File: src/rtl/stopwatch_bcd_counter.sv
// MM:SS.CC BCD stopwatch with run/pause/clear control of the 10 ms base timer.
// Define LAP_HOLD_EN to add the lap-hold display freeze (i_lap / o_lap_active).
module stopwatch_bcd_counter #(
    parameter int MIN_TENS_MAX = 5
) (
    input  logic       i_sclk,
    input  logic       i_reset_n,
    input  logic       i_base_tick,
    input  logic       i_start_stop,
    input  logic       i_clear,
`ifdef LAP_HOLD_EN
    input  logic       i_lap,
    output logic       o_lap_active,
`endif
    output logic       o_timerenb,
    output logic       o_timer_rst_n,
    output logic [3:0] o_cs_ones,
    output logic [3:0] o_cs_tens,
    output logic [3:0] o_s_ones,
    output logic [3:0] o_s_tens,
    output logic [3:0] o_m_ones,
    output logic [3:0] o_m_tens,
    output logic       o_rollover,
    output logic       o_running
);

    localparam logic [1:0] ST_IDLE  = 2'd0;
    localparam logic [1:0] ST_RUN   = 2'd1;
    localparam logic [1:0] ST_PAUSE = 2'd2;

    localparam logic [3:0] M_TENS_MAX = 4'(MIN_TENS_MAX);
    // Digit order, least significant first: cs_ones, cs_tens, s_ones, s_tens, m_ones, m_tens
    localparam logic [5:0][3:0] DIG_MAX = {M_TENS_MAX, 4'd9, 4'd5, 4'd9, 4'd9, 4'd9};

    function automatic logic [3:0] bcd_inc(input logic [3:0] d, input logic [3:0] dmax);
        return (d == dmax) ? 4'd0 : d + 4'd1;
    endfunction

    logic [1:0]      state_q, state_d;
    logic            tick_q, ss_q, clr_q;
    logic            tick_ev, ss_ev, clr_ev;
    logic            clear_act;
    logic            carry, wrap;
    logic [5:0][3:0] dig_q, dig_d;
    logic [5:0][3:0] disp;
    logic            rollover_q;
    logic            timer_rst_n_q;

    assign tick_ev = i_base_tick  & ~tick_q;
    assign ss_ev   = i_start_stop & ~ss_q;
    assign clr_ev  = i_clear      & ~clr_q;

    // Clear beats start outside RUN; inside RUN start/stop beats (and drops) clear.
    always_comb begin
        state_d   = state_q;
        clear_act = 1'b0;
        case (state_q)
            ST_IDLE: begin
                if (clr_ev)     clear_act = 1'b1;
                else if (ss_ev) state_d   = ST_RUN;
            end
            ST_RUN: begin
                if (ss_ev) state_d = ST_PAUSE;
            end
            ST_PAUSE: begin
                if (clr_ev) begin
                    clear_act = 1'b1;
                    state_d   = ST_IDLE;
                end else if (ss_ev) begin
                    state_d = ST_RUN;
                end
            end
            default: state_d = ST_IDLE;
        endcase
    end

    always_comb begin
        dig_d = dig_q;
        carry = (state_q == ST_RUN) && tick_ev;
        for (int i = 0; i < 6; i++) begin
            if (carry) begin
                dig_d[i] = bcd_inc(dig_q[i], DIG_MAX[i]);
                carry    = (dig_q[i] == DIG_MAX[i]);
            end
        end
        wrap = carry;
        if (clear_act) dig_d = '0;
    end

    always_ff @(posedge i_sclk) begin
        if (!i_reset_n) begin
            state_q       <= ST_IDLE;
            tick_q        <= 1'b0;
            ss_q          <= 1'b0;
            clr_q         <= 1'b0;
            dig_q         <= '0;
            rollover_q    <= 1'b0;
            timer_rst_n_q <= 1'b1;
        end else begin
            state_q       <= state_d;
            tick_q        <= i_base_tick;
            ss_q          <= i_start_stop;
            clr_q         <= i_clear;
            dig_q         <= dig_d;
            rollover_q    <= wrap;
            timer_rst_n_q <= ~clear_act;
        end
    end

`ifdef LAP_HOLD_EN
    logic            lap_q, lap_active_q, lap_ev;
    logic [5:0][3:0] hold_q;

    assign lap_ev = i_lap & ~lap_q;

    always_ff @(posedge i_sclk) begin
        if (!i_reset_n) begin
            lap_q        <= 1'b0;
            lap_active_q <= 1'b0;
        end else begin
            lap_q <= i_lap;
            if (clear_act || (lap_ev && lap_active_q))
                lap_active_q <= 1'b0;
            else if (lap_ev && (state_q == ST_RUN))
                lap_active_q <= 1'b1;
        end
    end

    // Snapshot is data only; its validity is carried by lap_active_q.
    always_ff @(posedge i_sclk) begin
        if (lap_ev && !lap_active_q && (state_q == ST_RUN))
            hold_q <= dig_q;
    end

    assign disp         = lap_active_q ? hold_q : dig_q;
    assign o_lap_active = lap_active_q;
`else
    assign disp = dig_q;
`endif

    assign o_cs_ones     = disp[0];
    assign o_cs_tens     = disp[1];
    assign o_s_ones      = disp[2];
    assign o_s_tens      = disp[3];
    assign o_m_ones      = disp[4];
    assign o_m_tens      = disp[5];
    assign o_running     = (state_q == ST_RUN);
    assign o_timerenb    = (state_q == ST_RUN);
    assign o_rollover    = rollover_q;
    assign o_timer_rst_n = timer_rst_n_q;

endmodule

File: config.mk
export PLATFORM = sky130hd
export DESIGN_NAME = stopwatch_bcd_counter
export DESIGN_NICKNAME = d
export VERILOG_FILES = /design/src/rtl/stopwatch_bcd_counter.sv
export SDC_FILE = /design/constraint.sdc
export NUM_CORES = 1
export LEC_CHECK = 0
export ABC_AREA = 1
export BUFFER_PORTS_ARGS = -buffer_cell sky130_fd_sc_hd__buf_2
export CORE_MARGIN = 1.5
export CORE_UTILIZATION = 40
export CTS_CLUSTER_DIAMETER = 80
export DETAILED_ROUTE_END_ITERATION = 6
export GPL_TIMING_DRIVEN = 1
export HOLD_SLACK_MARGIN = 0.1
export PLACE_DENSITY = 0.65
export REMOVE_ABC_BUFFERS = 1
export SYNTH_ARGS = -nofsm -noshare
export SYNTH_HDL_FRONTEND = slang
export SYNTH_SLANG_ARGS = --single-unit
File: constraint.sdc
create_clock -name i_sclk -period 1.8 [get_ports i_sclk]
set_clock_uncertainty 0.05 [all_clocks]
set_input_delay 0.18 -clock i_sclk [delete_from_list [all_inputs] [get_ports i_sclk]]
set_output_delay 0.18 -clock i_sclk [all_outputs]
set_load 0.05 [all_outputs]
==> results.py <==
metrics = {
    "cells_and_area": {
        "num-nets-final": 255,
        "final.fill_count": 367,
        "post-route-util_pct": 50.96,
        "area_growth_syn_to_layout_pct": 23.02,
        "final_area_sq_um": 1866,
        "layout-drive-gt1-share_pct": 27.20,
        "diodes": 0,
    },
    "logic_synthesis": {
        "ys_seq_area_share_pct": 40.92,
        "yosys_warnings": 0,
        "synth_top_area_share_pct": 40.92,
        "async_flop_share_pct": 0,
        "synth_cells": 208,
        "synth_common_cells": "40 x nand2_1, 31 x dfxtp_1, 30 x inv_1, 21 x nor2_1, 14 x a21oi_1",
        "synth_ff_type": "dfxtp_1",
        "synth_area_per_cell_sq_um": 7.291,
        "synth_edf_count": 0,
        "syn-cell-area_sq_um": 1516,
        "ys_seq_elements": 31,
        "yosysMostFrequentCell": "nand2_1",
        "yosys.area.top_type": "dfxtp_1",
        "synthTopCellsByArea": "dfxtp_1 41%, nand2_1 9.9%, inv_1 7.4%, nor2_1 5.2%, a21oi_1 4.6%",
        "ys_types": 31,
    },
    "power": {
        "p_switching_uw": 312.4,
        "clockPowerShare_pct": 40.5,
        "share_comb_of_total_power_pct": 7.2,
        "leakage_uw": 0.0009150,
        "total_power_uw": 1337,
        "cellPowerDensity_nw_per_um2": 716.9,
        "p_int_uw": 1025,
        "p_sw_share_pct": 23.35,
        "pwr-share-seq_pct": 52.3,
        "ir_worst_vdd_mv": 0.5089,
    },
    "sta": {
        "drv_slew": 0,
        "fmax_mhz": 631.2,
        "fin_crit_sh_pct": 88.02,
        "period_minus_slack_ps": 1584,
        "maxSlewHeadroom_pct": 65.71,
        "hold_violations": 0,
        "rsz0062_at_grt": "false",
        "tightest_slew_ps": 513.7,
        "final-setup-viol-count": 0,
    },
    "cts": {
        "cts_buffers": 5,
        "ctsRootBufferMaster": "clkbuf_8",
        "clkSlewWorstSetupHoldPaths_ps": 60,
        "clock-sinks": 31,
        "ctsLongestPathBuffers": 2,
        "clock_insertion_delay_worst_skew_ps": 280,
        "cts_tree": "yes",
        "cts_max_level": 2,
    },
    "hold_path": {
        "holdCritPathClass": "register to register",
        "whs_path_depth": 2,
    },
    "job": {
        "cap_violations": 0,
    },
    "route": {
        "drc": 0,
        "vias": 1404,
        "avgRoutedWirePerCell_microns": 10.10,
        "firstDrtPassIters": 4,
        "first_iter_violations": 85,
        "wl_microns": 3010,
        "viasPerCell": 4.711,
        "ant_nets": 0,
    },
    "setup_path": {
        "worstSetupEndpointType": "register",
        "cp-start-kind": "primary input",
        "r2r_cells": 8,
        "cp_max_fo": 16,
        "worstSetupPathType": "primary input to register",
        "required_ps": 1950,
        "arrival_ps": 1740,
    },
    "placement": {
        "gp_congestion": 0.8502,
        "placed_cell_area_sq_um": 1728,
        "dp_hpwl_microns": 2196,
        "port_buffers": 32,
    },
    "grt": {
        "gr-total-overflow": 0,
        "grt_pass1_vias": 1180,
        "grt_use_total_pct": 15.91,
        "grt_pass1_wl_microns": 5099,
        "antenna_found_initial": 0,
        "grt_start_max_net_pins": 17,
    },
    "die": {
        "coreArea_sq_um": 3661,
        "fp.dieW_microns": 64.57,
        "die-area_sq_um": 4169,
        "die_h_microns": 64.57,
        "rows": 22,
        "io_pins": 33,
        "initial_core_util_pct": 41.42,
    },
    "run_status": {
        "status": "completed",
    },
}
==> registers in the layout, summed over array words and instances, names as in the netlist, 2 cells and up <==
name and count:
o_m_ones 4, state_q 2, o_s_tens 4, o_s_ones 4, o_cs_tens 4, o_cs_ones 4, o_m_tens 4
==> worst paths after layout <==
path / from / slack (ps) / endpoint
worst max register to register: state_q[0]$_SDFFE_PN0P_ / 340 / o_m_tens[0]$_SDFFE_PP0P_
worst min-delay path: o_s_tens[2]$_SDFFE_PP0N_ / 440 / o_s_tens[2]$_SDFFE_PP0N_
worst max-delay path: i_clear / 220 / o_s_ones[3]$_SDFFE_PP0N_
worst min register to register: o_s_tens[2]$_SDFFE_PP0N_ / 440 / o_s_tens[2]$_SDFFE_PP0N_
==> layout by cell type, fill, tap and decap left out, drive strengths merged, types with 4 or more instances in the layout <==
cell | synthesis | final
nand2 | 49 | 49
o21ai | 8 | 8
clkbuf | 1 | 6
nor3 | 8 | 8
dlygate4sd3 | 0 | 5
nand3 | 12 | 12
a21oi | 14 | 14
nor2 | 31 | 31
inv | 35 | 35
dfxtp | 31 | 31
nand4 | 5 | 5
buf | 2 | 33
and3 | 4 | 4
==> per-stage QoR <==
step	std cells	setup TNS [ps]	hold slack, ps	setup slack [ps]
6_report	298	0	437.5	215.6
5_1_grt	298	0	464.3	74.02
4_1_cts	298	0	439.6	208.3
3_5_place_dp	286	0	329.2	354.0
3_3_place_gp	286	0	324.2	404.4
2_1_floorplan	205	-30.15	200.0	-20.73
==> timing repair <==
action                                 4_1_cts  5_1_grt
setup buffers                                0        0
hold buffers                                 5        0
endpoints found under the hold margin        4        0
resized for setup                            0        0
==> worst max-delay path: stages <==
cell	delay, ps
dlygate4sd3_1	540
buf_2	130
nand2_1	100
o21ai_0	100
inv_1	400
nand2_1	100
nor3_1	180
==> routing by layer <==
metal / track usage [%] / share of wire, %
met5: 0 / 0
met4: 6.383 / 1.4
met3: 5.729 / 4.0
met2: 25.65 / 49
met1: 19.25 / 46
==> power groups by stage <==
stage / registers, uW / logic (uW) / clock network, uW
3_5_place_dp: 715 / 89.6 / 0
4_1_cts: 699 / 97.8 / 571
2_1_floorplan: 723 / 54.5 / 0
5_1_grt: 700 / 108 / 602
6_report: 700 / 96.2 / 542
3_3_place_gp: 714 / 88.0 / 0
==> logic make-up (layout without fill, tap and decap cells) <==
kind of cell              count (synthesis)  count (layout)  share of synthesized area [%]
xor gates and xnor gates                  2               2                          1.155
and+or+nand+nor                         110             110                          38.37
DFF                                      31              31                          40.92
AOI/OAI and AO/OA                        26              26                          9.571
buffers and inverters                    39              81                          9.983
==> layout make-up <==
class | instances | area, sq um | share of cell area (%)
sequential | 31 | 620.6 | 33.27
clock buffer | 6 | 82.58 | 4.427
multi-input combinational | 138 | 744.5 | 39.91
inverter | 36 | 135.1 | 7.243
tap | 48 | 60.06 | 3.219
clock inverter | 1 | 5.005 | 0.2683
timing repair buffer | 38 | 217.7 | 11.67
Power figures use the tool's default switching activity.
